`src/rtl/axi4_ar_arbiter_if.sv`:
```
// Bus bundle for the two-requester AXI4 read arbiter: both requester ports plus the shared manager port.
// The master modport is the arbiter's view; slave is the environment (requesters and downstream manager).
interface axi4_ar_arbiter_if #(
  parameter int ADDR_BYTES  = 1,
  parameter int DATA_BYTES  = 4,
  parameter int NUM_ID_BITS = 4
);
  localparam int AW = ADDR_BYTES * 8;
  localparam int DW = DATA_BYTES * 8;
  localparam int N  = NUM_ID_BITS;

  logic          s0_arvalid, s0_arready, s0_rvalid, s0_rready, s0_rlast;
  logic [AW-1:0] s0_araddr;
  logic [7:0]    s0_arlen;
  logic [N-1:0]  s0_arid, s0_rid;
  logic [DW-1:0] s0_rdata;
  logic [1:0]    s0_rresp;

  logic          s1_arvalid, s1_arready, s1_rvalid, s1_rready, s1_rlast;
  logic [AW-1:0] s1_araddr;
  logic [7:0]    s1_arlen;
  logic [N-1:0]  s1_arid, s1_rid;
  logic [DW-1:0] s1_rdata;
  logic [1:0]    s1_rresp;

  logic          m_arvalid, m_arready, m_rvalid, m_rready, m_rlast;
  logic [AW-1:0] m_araddr;
  logic [7:0]    m_arlen;
  logic [N:0]    m_arid, m_rid;
  logic [DW-1:0] m_rdata;
  logic [1:0]    m_rresp;

  modport master (
    input  s0_arvalid, s0_araddr, s0_arlen, s0_arid, s0_rready,
    input  s1_arvalid, s1_araddr, s1_arlen, s1_arid, s1_rready,
    output s0_arready, s0_rvalid, s0_rdata, s0_rresp, s0_rlast, s0_rid,
    output s1_arready, s1_rvalid, s1_rdata, s1_rresp, s1_rlast, s1_rid,
    output m_arvalid, m_araddr, m_arlen, m_arid, m_rready,
    input  m_arready, m_rvalid, m_rdata, m_rresp, m_rlast, m_rid
  );

  modport slave (
    output s0_arvalid, s0_araddr, s0_arlen, s0_arid, s0_rready,
    output s1_arvalid, s1_araddr, s1_arlen, s1_arid, s1_rready,
    input  s0_arready, s0_rvalid, s0_rdata, s0_rresp, s0_rlast, s0_rid,
    input  s1_arready, s1_rvalid, s1_rdata, s1_rresp, s1_rlast, s1_rid,
    input  m_arvalid, m_araddr, m_arlen, m_arid, m_rready,
    output m_arready, m_rvalid, m_rdata, m_rresp, m_rlast, m_rid
  );
endinterface

```
`src/rtl/axi4_ar_arbiter.sv`:
```
// Two-requester AXI4 read arbiter: round-robin AR grant with ID tagging, R routing by the ID tag MSB,
// and a per-requester outstanding-burst limit with a sticky error for unmatched R bursts.
module axi4_ar_arbiter #(
  parameter int ADDR_BYTES      = 1,
  parameter int DATA_BYTES      = 4,
  parameter int NUM_ID_BITS     = 4,
  parameter int MAX_OUTSTANDING = 4
) (
  input  logic              aclk,
  input  logic              areset,
  axi4_ar_arbiter_if.master bus,
  output logic              err_unexpected_r
);
  localparam int AW = ADDR_BYTES * 8;
  localparam int N  = NUM_ID_BITS;
  localparam logic [3:0] MAX_OUT = 4'(MAX_OUTSTANDING);

  typedef enum logic [0:0] {ST_IDLE = 1'b0, ST_BUSY = 1'b1} state_t;

  state_t        state_r, state_nxt_s;
  logic          ptr_r;
  logic [1:0][3:0] cnt_r;
  logic [AW-1:0] araddr_r, cap_addr_s;
  logic [7:0]    arlen_r, cap_len_s;
  logic [N:0]    arid_r, cap_id_s;
  logic          elig0_s, elig1_s, grant_s, gsel_s, ar_hs_s;
  logic          rsel_s, m_rready_s, r_done_s;
  logic [1:0]    inc_s, dec_s;

  // Eligibility and capture-field mux for the requester being granted
  always_comb begin
    elig0_s = bus.s0_arvalid && (cnt_r[0] < MAX_OUT);
    elig1_s = bus.s1_arvalid && (cnt_r[1] < MAX_OUT);
    if (gsel_s) begin
      cap_addr_s = bus.s1_araddr;
      cap_len_s  = bus.s1_arlen;
      cap_id_s   = {1'b1, bus.s1_arid};
    end else begin
      cap_addr_s = bus.s0_araddr;
      cap_len_s  = bus.s0_arlen;
      cap_id_s   = {1'b0, bus.s0_arid};
    end
  end

  // AR FSM next-state and grant decode; the pointer only matters when both are eligible
  always_comb begin
    state_nxt_s = state_r;
    grant_s     = 1'b0;
    gsel_s      = 1'b0;
    ar_hs_s     = 1'b0;
    case (state_r)
      ST_IDLE: begin
        if (elig0_s && (!elig1_s || !ptr_r)) begin
          grant_s     = 1'b1;
          gsel_s      = 1'b0;
          state_nxt_s = ST_BUSY;
        end else if (elig1_s) begin
          grant_s     = 1'b1;
          gsel_s      = 1'b1;
          state_nxt_s = ST_BUSY;
        end else begin
          state_nxt_s = ST_IDLE;
        end
      end
      ST_BUSY: begin
        if (bus.m_arready) begin
          ar_hs_s     = 1'b1;
          state_nxt_s = ST_IDLE;
        end else begin
          state_nxt_s = ST_BUSY;
        end
      end
      default: state_nxt_s = ST_IDLE;
    endcase
  end

  // State register and round-robin pointer (moves to the other side after each AR handshake)
  always_ff @(posedge aclk or posedge areset) begin
    if (areset) begin
      state_r <= ST_IDLE;
      ptr_r   <= 1'b0;
    end else begin
      state_r <= state_nxt_s;
      if (ar_hs_s) begin
        ptr_r <= ~arid_r[N];
      end
    end
  end

  // Registered manager AR fields, loaded only in the grant cycle and held through BUSY
  always_ff @(posedge aclk or posedge areset) begin
    if (areset) begin
      araddr_r <= '0;
      arlen_r  <= 8'd0;
      arid_r   <= '0;
    end else if (grant_s) begin
      araddr_r <= cap_addr_s;
      arlen_r  <= cap_len_s;
      arid_r   <= cap_id_s;
    end
  end

  // Areset masks the combinational grant so requesters never see arready while held in reset
  assign bus.s0_arready = grant_s && !gsel_s && !areset;
  assign bus.s1_arready = grant_s &&  gsel_s && !areset;
  assign bus.m_arvalid  = (state_r == ST_BUSY);
  assign bus.m_araddr   = araddr_r;
  assign bus.m_arlen    = arlen_r;
  assign bus.m_arid     = arid_r;

  // R path: only rvalid is steered; payload fans out to both requesters
  always_comb begin
    rsel_s = bus.m_rid[N];
    if (rsel_s) begin
      m_rready_s = bus.s1_rready;
    end else begin
      m_rready_s = bus.s0_rready;
    end
    r_done_s = bus.m_rvalid && m_rready_s && bus.m_rlast;
    inc_s    = {ar_hs_s && arid_r[N], ar_hs_s && !arid_r[N]};
    dec_s    = {r_done_s && rsel_s, r_done_s && !rsel_s};
  end

  assign bus.m_rready  = m_rready_s;
  assign bus.s0_rvalid = bus.m_rvalid && !rsel_s;
  assign bus.s1_rvalid = bus.m_rvalid &&  rsel_s;
  assign bus.s0_rdata  = bus.m_rdata;
  assign bus.s1_rdata  = bus.m_rdata;
  assign bus.s0_rresp  = bus.m_rresp;
  assign bus.s1_rresp  = bus.m_rresp;
  assign bus.s0_rlast  = bus.m_rlast;
  assign bus.s1_rlast  = bus.m_rlast;
  assign bus.s0_rid    = bus.m_rid[N-1:0];
  assign bus.s1_rid    = bus.m_rid[N-1:0];

  // Outstanding counters; a completion against an empty counter saturates at 0 and flags the error
  always_ff @(posedge aclk or posedge areset) begin
    if (areset) begin
      cnt_r            <= '0;
      err_unexpected_r <= 1'b0;
    end else begin
      for (int i = 0; i < 2; i++) begin
        if (inc_s[i] && !dec_s[i]) begin
          cnt_r[i] <= cnt_r[i] + 4'd1;
        end else if (dec_s[i] && !inc_s[i]) begin
          if (cnt_r[i] == 4'd0) begin
            err_unexpected_r <= 1'b1;
          end else begin
            cnt_r[i] <= cnt_r[i] - 4'd1;
          end
        end
      end
    end
  end
endmodule

```
`src/flat_wrapper.sv`:
```
// flat-port wrapper written by rule: the top's interface ports become plain ports
module axi4_ar_arbiter_flat 
#(
  parameter int ADDR_BYTES      = 1,
  parameter int DATA_BYTES      = 4,
  parameter int NUM_ID_BITS     = 4,
  parameter int MAX_OUTSTANDING = 4
)
  (aclk, areset, err_unexpected_r, bus_s0_arvalid, bus_s0_araddr, bus_s0_arlen, bus_s0_arid, bus_s0_rready, bus_s1_arvalid, bus_s1_araddr, bus_s1_arlen, bus_s1_arid, bus_s1_rready, bus_s0_arready, bus_s0_rvalid, bus_s0_rdata, bus_s0_rresp, bus_s0_rlast, bus_s0_rid, bus_s1_arready, bus_s1_rvalid, bus_s1_rdata, bus_s1_rresp, bus_s1_rlast, bus_s1_rid, bus_m_arvalid, bus_m_araddr, bus_m_arlen, bus_m_arid, bus_m_rready, bus_m_arready, bus_m_rvalid, bus_m_rdata, bus_m_rresp, bus_m_rlast, bus_m_rid);
  axi4_ar_arbiter_if #(.ADDR_BYTES(ADDR_BYTES), .DATA_BYTES(DATA_BYTES), .NUM_ID_BITS(NUM_ID_BITS)) bus_i ();
  input  logic aclk;
  input  logic areset;
  output logic err_unexpected_r;
  input wire logic [$bits(bus_i.s0_arvalid)-1:0] bus_s0_arvalid;
  input wire logic [$bits(bus_i.s0_araddr)-1:0] bus_s0_araddr;
  input wire logic [$bits(bus_i.s0_arlen)-1:0] bus_s0_arlen;
  input wire logic [$bits(bus_i.s0_arid)-1:0] bus_s0_arid;
  input wire logic [$bits(bus_i.s0_rready)-1:0] bus_s0_rready;
  input wire logic [$bits(bus_i.s1_arvalid)-1:0] bus_s1_arvalid;
  input wire logic [$bits(bus_i.s1_araddr)-1:0] bus_s1_araddr;
  input wire logic [$bits(bus_i.s1_arlen)-1:0] bus_s1_arlen;
  input wire logic [$bits(bus_i.s1_arid)-1:0] bus_s1_arid;
  input wire logic [$bits(bus_i.s1_rready)-1:0] bus_s1_rready;
  output wire logic [$bits(bus_i.s0_arready)-1:0] bus_s0_arready;
  output wire logic [$bits(bus_i.s0_rvalid)-1:0] bus_s0_rvalid;
  output wire logic [$bits(bus_i.s0_rdata)-1:0] bus_s0_rdata;
  output wire logic [$bits(bus_i.s0_rresp)-1:0] bus_s0_rresp;
  output wire logic [$bits(bus_i.s0_rlast)-1:0] bus_s0_rlast;
  output wire logic [$bits(bus_i.s0_rid)-1:0] bus_s0_rid;
  output wire logic [$bits(bus_i.s1_arready)-1:0] bus_s1_arready;
  output wire logic [$bits(bus_i.s1_rvalid)-1:0] bus_s1_rvalid;
  output wire logic [$bits(bus_i.s1_rdata)-1:0] bus_s1_rdata;
  output wire logic [$bits(bus_i.s1_rresp)-1:0] bus_s1_rresp;
  output wire logic [$bits(bus_i.s1_rlast)-1:0] bus_s1_rlast;
  output wire logic [$bits(bus_i.s1_rid)-1:0] bus_s1_rid;
  output wire logic [$bits(bus_i.m_arvalid)-1:0] bus_m_arvalid;
  output wire logic [$bits(bus_i.m_araddr)-1:0] bus_m_araddr;
  output wire logic [$bits(bus_i.m_arlen)-1:0] bus_m_arlen;
  output wire logic [$bits(bus_i.m_arid)-1:0] bus_m_arid;
  output wire logic [$bits(bus_i.m_rready)-1:0] bus_m_rready;
  input wire logic [$bits(bus_i.m_arready)-1:0] bus_m_arready;
  input wire logic [$bits(bus_i.m_rvalid)-1:0] bus_m_rvalid;
  input wire logic [$bits(bus_i.m_rdata)-1:0] bus_m_rdata;
  input wire logic [$bits(bus_i.m_rresp)-1:0] bus_m_rresp;
  input wire logic [$bits(bus_i.m_rlast)-1:0] bus_m_rlast;
  input wire logic [$bits(bus_i.m_rid)-1:0] bus_m_rid;
  assign bus_i.s0_arvalid = bus_s0_arvalid;
  assign bus_i.s0_araddr = bus_s0_araddr;
  assign bus_i.s0_arlen = bus_s0_arlen;
  assign bus_i.s0_arid = bus_s0_arid;
  assign bus_i.s0_rready = bus_s0_rready;
  assign bus_i.s1_arvalid = bus_s1_arvalid;
  assign bus_i.s1_araddr = bus_s1_araddr;
  assign bus_i.s1_arlen = bus_s1_arlen;
  assign bus_i.s1_arid = bus_s1_arid;
  assign bus_i.s1_rready = bus_s1_rready;
  assign bus_s0_arready = bus_i.s0_arready;
  assign bus_s0_rvalid = bus_i.s0_rvalid;
  assign bus_s0_rdata = bus_i.s0_rdata;
  assign bus_s0_rresp = bus_i.s0_rresp;
  assign bus_s0_rlast = bus_i.s0_rlast;
  assign bus_s0_rid = bus_i.s0_rid;
  assign bus_s1_arready = bus_i.s1_arready;
  assign bus_s1_rvalid = bus_i.s1_rvalid;
  assign bus_s1_rdata = bus_i.s1_rdata;
  assign bus_s1_rresp = bus_i.s1_rresp;
  assign bus_s1_rlast = bus_i.s1_rlast;
  assign bus_s1_rid = bus_i.s1_rid;
  assign bus_m_arvalid = bus_i.m_arvalid;
  assign bus_m_araddr = bus_i.m_araddr;
  assign bus_m_arlen = bus_i.m_arlen;
  assign bus_m_arid = bus_i.m_arid;
  assign bus_m_rready = bus_i.m_rready;
  assign bus_i.m_arready = bus_m_arready;
  assign bus_i.m_rvalid = bus_m_rvalid;
  assign bus_i.m_rdata = bus_m_rdata;
  assign bus_i.m_rresp = bus_m_rresp;
  assign bus_i.m_rlast = bus_m_rlast;
  assign bus_i.m_rid = bus_m_rid;
  axi4_ar_arbiter #(.ADDR_BYTES(ADDR_BYTES), .DATA_BYTES(DATA_BYTES), .NUM_ID_BITS(NUM_ID_BITS), .MAX_OUTSTANDING(MAX_OUTSTANDING)) u_core (.aclk(aclk), .areset(areset), .bus(bus_i), .err_unexpected_r(err_unexpected_r));
endmodule
```
`config.mk`:
```
export PLATFORM = sky130hd
export DESIGN_NAME = axi4_ar_arbiter_flat
export DESIGN_NICKNAME = d
export VERILOG_FILES = /design/src/rtl/axi4_ar_arbiter_if.sv /design/src/rtl/axi4_ar_arbiter.sv /design/src/flat_wrapper.sv
export SDC_FILE = /design/constraint.sdc
export NUM_CORES = 1
export LEC_CHECK = 0
export ABC_AREA = 0
export BUFFER_PORTS_ARGS = -buffer_cell sky130_fd_sc_hd__buf_2
export CORE_ASPECT_RATIO = 1.2
export CORE_MARGIN = 2
export CORE_UTILIZATION = 42
export DETAILED_ROUTE_END_ITERATION = 12
export GPL_TIMING_DRIVEN = 0
export MAX_ROUTING_LAYER = met4
export PLACE_DENSITY = 0.95
export SYNTH_ARGS = -nofsm -noshare
export SYNTH_HDL_FRONTEND = slang
export SYNTH_SLANG_ARGS = --single-unit
```
`constraint.sdc`:
```
create_clock -name aclk -period 4.1 [get_ports aclk]
set_input_delay 0.82 -clock aclk [delete_from_list [all_inputs] [get_ports aclk]]
set_output_delay 0.82 -clock aclk [all_outputs]
set_load 0.05 [all_outputs]
```
==> flow_summary.toml, run 1 <==
[clock_network]
htreeDepth = 2
clock_path_buffers = 2
clock_latency_ps = 280
clock-sinks = 32
cts_buffers = 5
cts_resized = 0
cts_root_buf = "clkbuf_8"
postCtsSetupBuffers = 0
clkSlewWorstSetupHoldPaths_ps = 70
ctsHoldBuffers = 0
cts_tree = "done"

[cells_and_area]
most-common-layout-cells = "buf_2 (156), buf_4 (78), nand2_1 (32), dfrtp_1 (32), mux2i_1 (18)"
area_growth_pct = 43.32
instances_no_fill = 477
drive_gt1_frac = 0.6208
final_common_cell = "buf_2"
nNetsFinal = 511
utilization = 0.6263

[synthesis]
ys.warnings.count = 0
ys_types = 37
yosys_register_bits = 32
netlist_instances = 250
synth_area_um2 = 2331
syn-num-nets = 348
yosysSeqAreaShare = 0.3435
synth_area_per_cell_um2 = 9.324

[timing]
report.final.slew_viol_count = 0
tightest_slew_ps = 510.6
clock.fmax_mhz = 322.3
period_share = 0.7567
fin_setup_tns_ps = 0
relSlewSlack = 0.6596
grt_setup_unrepaired = "false"
fin_crit_ps = 3102
fin_skew_ps = 3.724
hold_viol = 0
setup_viol = 0

[routing]
num_vias = 2209
drt_iter0_markers = 103
wl_per_cell_um = 12.92
drcViolationCount = 0
routed_wl_mm = 6.163
viasPerCell = 4.631
first_pass_iters = 4
ant_nets = 0

[worst_setup_path]
crit_top_cell = "buf_2"
r2r_end = "u_core.cnt_r[7]"
cpPeakStageDelay_ps = 400
crit_fanout = 10
arrival_ps = 2280
cp-start-kind = "input pin"
required_ps = 3280
path_cells = "buf_2, or3b_4, a21o_2, clkbuf_1, nor3_1, buf_2"
cp-end-kind = "output port"
r2r_slack_ps = 2010
crit_type = "input pin to output port"
cpMaxStageDelayCell = "or3b_4"
rr_worst_depth = 9
reg2reg_from = "u_core.bus.m_arvalid"

[floorplan]
num_rows = 29
core_area_um2 = 5334
fp.dieW_um = 72.01
ios = 194
die_height_um = 85.61
start_util = 0.4370
die_area_um2 = 6164

[power]
total_power_uw = 2315
p_int_uw = 1120
p_seq_frac = 0.258
swShare = 0.5165
p_comb_frac = 0.598
ir_drop_uv = 415.5
clkPwrFrac = 0.144
leakagePower_uw = 0.001863
power_switching_uw = 1196
power_density_nw_per_um2 = 693.1

[global_routing]
grt_pass1_wl_mm = 9.335
grt_start_max_net_pins = 33
overflow = 0
grt_antenna_before_repair = 1
grt_pass1_vias = 2156
grt_usage = 0.1986

[place]
portBuffers = 155
gp_congestion = 0.7877
dp.cells = 467
place_hpwl_mm = 5.084

[min_path]
hold_class = "input pin to async pin"

[flow_run]
cap_viol_max_count = 0

[status]
status = "completed"
## kinds of logic after synthesis
group | count (synthesis) | synth area share
fa+ha+maj | 10 | 0.06012
flops | 32 | 0.3435
mux | 18 | 0.07729
compound gates | 36 | 0.09340
simple gates | 58 | 0.1283
xor+xnor | 4 | 0.01503
buf+inv | 92 | 0.2823
## power by group through the flow
stage          logic (µW)  clock network, µW  registers, µW
3_5_place_dp         1390                  0            600
2_1_floorplan         694                  0            972
4_1_cts              1390                344            596
6_report             1380                335            597
5_1_grt              1500                358            619
3_3_place_gp         1350                  0            588
## worst max path at each step
stage,from,end,slack (ps)
after floorplan,bus_s1_arvalid,bus_s1_arready,560
after global placement,bus_s1_arvalid,bus_s0_arready,960
after detailed placement,bus_s1_arvalid,bus_s0_arready,1000
after CTS,bus_s1_arvalid,bus_s0_arready,1000
after global routing,bus_s1_arvalid,bus_s0_arready,860
final,bus_s1_arvalid,bus_s0_arready,1000
## worst max-delay path: cells and delay by family
kind / cells / cell delay (ps)
buffers and inverters: 3 / 620
AND/OR/NAND/NOR: 2 / 590
AO/OA/AOI/OAI: 1 / 250
## synth_stat cells
cell      number  share of area
or4_2          1         0.0038
nor4_1         1         0.0027
nand4_1        1         0.0027
mux2i_1       18          0.077
nor3_4         1         0.0070
nor3b_1        2         0.0064
a221o_1        1         0.0043
a21oi_1        5          0.011
clkbuf_1       3         0.0048
or3b_1         1         0.0038
or2_2          2         0.0054
and3_1         2         0.0054
fa_1           2          0.017
or3b_4         1         0.0048
o21ai_0        6          0.013
o21ba_2        2         0.0086
nor2b_1        1         0.0027
buf_6          1         0.0048
nand2b_1       1         0.0027
inv_1          8          0.013
nor3_1         2         0.0043
buf_8          1         0.0064
ha_1           8          0.043
dfrtp_1       32           0.34
buf_4         78           0.25
nor4b_2        1         0.0064
buf_2          1         0.0021
or4_1          1         0.0032
a21o_2         2         0.0075
nor2_1         4         0.0064
o21ai_1       17          0.036
a221o_2        2         0.0097
nand2_1       32          0.052
and2_1         1         0.0027
nand3_1        3         0.0064
xnor2_1        4          0.015
a21o_1         1         0.0032
## final cells by class
cell class	count	area (µm²)
clock buffer	7	96.34
sequential	32	800.8
timing repair buffer	156	803.3
fill	427	1993
clock inverter	1	30.03
buffer	84	628.1
tap	62	77.57
multi-input combinational	126	872.1
antenna	1	2.502
inverter	8	30.03
## flip-flops by register name, indices dropped and copies added, names as in the netlist
| register | cells |
|---|---|
| u_core.bus.m_araddr | 8 |
| u_core.bus.m_arid | 5 |
| u_core.ptr_r | 1 |
| u_core.cnt_r | 8 |
| u_core.bus.m_arlen | 8 |
| u_core.bus.m_arvalid | 1 |
| u_core.err_unexpected_r | 1 |
## through the flow
step	hold WS [ps]	worst slack, ps	area, µm²
after detailed placement	470.1	997.4	3184
after global routing	490.5	856.1	3341
after global placement	462.7	955.5	3184
after floorplan	460.3	556.8	2331
final	482.9	997.7	3341
after CTS	485.5	997.2	3311
## per-layer routing
metal,up-vias,wire length [µm],global-route usage
met5,-,0,-
met4,0,65,0.05660
met3,6,575,0.05640
met2,115,3474,0.3838
met1,1007,2047,0.1864
li1,1081,-,-
No activity file was read; power rests on OpenSTA's default activity.
==> inputs of run 2 (changes only) <==
--- a/config.mk
+++ b/config.mk
@@ -9,11 +9,11 @@
 export BUFFER_PORTS_ARGS = -buffer_cell sky130_fd_sc_hd__buf_2
 export CORE_ASPECT_RATIO = 1.2
 export CORE_MARGIN = 2
-export CORE_UTILIZATION = 42
+export CORE_UTILIZATION = 35
 export DETAILED_ROUTE_END_ITERATION = 12
 export GPL_TIMING_DRIVEN = 0
 export MAX_ROUTING_LAYER = met4
-export PLACE_DENSITY = 0.95
+export PLACE_DENSITY = 0.86
 export SYNTH_ARGS = -nofsm -noshare
 export SYNTH_HDL_FRONTEND = slang
 export SYNTH_SLANG_ARGS = --single-unit
==> constraint.sdc (replaced) <==
create_clock -name aclk -period 2.76 [get_ports aclk]
set_input_delay 0.552 -clock aclk [delete_from_list [all_inputs] [get_ports aclk]]
set_output_delay 0.552 -clock aclk [all_outputs]
set_load 0.05 [all_outputs]
==> flow_summary.toml, run 2 (synthesis gave the netlist of run 1 again) <==
[power]
leakagePower_uw = 0.001854
power_density_nw_per_um2 = 1008
ir_drop_uv = 446.7

[timing]
grt_setup_unrepaired = "false"
setup_viol = 0
fin_crit_ps = 2609
clock.fmax_mhz = 383.2
period_share = 0.9454
hold_viol = 0
relSlewSlack = 0.5686
report.final.slew_viol_count = 0
tightest_slew_ps = 643.1
fin_setup_tns_ps = 0
fin_skew_ps = 4.717

[routing]
drcViolationCount = 0
drt_iter0_markers = 54
num_vias = 2214
first_pass_iters = 4
ant_nets = 0
wl_per_cell_um = 12.02
viasPerCell = 4.446
routed_wl_mm = 5.987

[floorplan]
num_rows = 32
die_area_um2 = 7332
ios = 194
die_height_um = 93.40
fp.dieW_um = 78.50
start_util = 0.3616
core_area_um2 = 6446

[place]
gp_congestion = 0.7606
placed_cell_area_um2 = 3224
place_hpwl_mm = 4.980
portBuffers = 155
dp.cells = 490

[global_routing]
grt_start_max_net_pins = 33
grt_pass1_vias = 2119
grt_usage = 0.1600
grt_pass1_wl_mm = 9.018
overflow = 0
grt_antenna_before_repair = 0

[worst_setup_path]
crit_fanout = 10
cpPeakStageDelay_ps = 450
required_ps = 2210
cpMaxStageDelayCell = "or3b_4"
cp-end-kind = "output port"
critPathBufInv = 2
path_cells = "or3b_4, nor3_4, buf_6, nor3_2, buf_2"
cp-start-kind = "flop"
arrival_ps = 2060
crit_family = "simple AND/OR/NAND/NOR gates"
crit_type = "flop to output port"

[clock_network]
cts_buffers = 5
cts_resized = 0
clkSlewWorstSetupHoldPaths_ps = 70
cts_root_buf = "clkbuf_8"
clock_latency_ps = 280
clock-sinks = 32
cts_tree = "done"
clock_path_buffers = 2
htreeDepth = 2

[cells_and_area]
regArea_um2 = 800.8
instances_no_fill = 498
multi_input_area_um2 = 883.3
drive_gt1_frac = 0.6271
nNetsFinal = 510
most-common-layout-cells = "buf_2 (156), buf_4 (78), nand2_1 (32), dfrtp_1 (32), mux2i_1 (18)"
num_antenna_cells = 0
utilization = 0.5212
n_fill_cell = 608
final_common_cell = "buf_2"
finalInstanceArea_um2 = 3359
area_growth_pct = 44.12

[min_path]
hold_class = "input pin to async pin"

[status]
status = "completed"

[flow_run]
cap_viol_max_count = 0
-- run 2: cell count changes in the layout (fill, tap and decap cells not counted), sizes merged --
cell | before | now
clkbuf | 10 | 7
clkinvlp | 0 | 1
clkinv | 1 | 2
diode | 1 | 0
-- run 2: area by class of cell --
class,count,area share
Clock inverter,3,0.01266
Timing Repair Buffer,156,0.2391
Clock buffer,5,0.02048
Sequential cell,32,0.2384
Multi-Input combinational cell,126,0.2629
Inverter,8,0.008939
Buffer,83,0.1858
Tap cell,85,0.03166
-- run 2: metrics by stage --
step,total power (µW),worst slack [ps],hold slack (ps)
4_1_cts,3429,66.72,487.4
6_report,3386,150.7,337.0
3_3_place_gp,2893,203.8,463.7
3_5_place_dp,2968,205.6,471.1
2_1_floorplan,2481,200.7,460.3
5_1_grt,3607,80.21,347.3
-- run 2: layer usage --
layer  part of all wire  vias up  GRT usage
met5                  0        -          -
met2               0.57      109     0.3063
met3              0.070        7    0.03764
met1               0.35     1020     0.1563
li1                   -     1078          -
met4              0.010        0    0.05409
-- run 2: timing repair --
action,4_1_cts,5_1_grt
setup buffers,0,0
hold buffers,0,0
endpoints found under the setup margin,0,1
-- run 2: path summary, 6_finish.rpt --
kind,from,endpoint,slack (ps),cells after the start
min in group aclk,u_core.bus.m_arlen[6],u_core.bus.m_arlen[6],480,2
worst min register to register,u_core.bus.m_arlen[6],u_core.bus.m_arlen[6],480,2
worst min-delay path,areset,u_core.bus.m_arid[1],340,2
max in group asynchronous,areset,u_core.cnt_r[1],1970,3
worst max-delay path,u_core.cnt_r[6],bus_s0_arready,150,5
worst max register to register,u_core.bus.m_arvalid,u_core.cnt_r[7],590,9
-- run 2: power by group --
group	internal [µW]	leakage, µW	switching, µW
Sequential	703	0.000390	194
Clock	267	0.0000541	182
Combinational	642	0.00141	1400
Total	1610	0.00185	1770
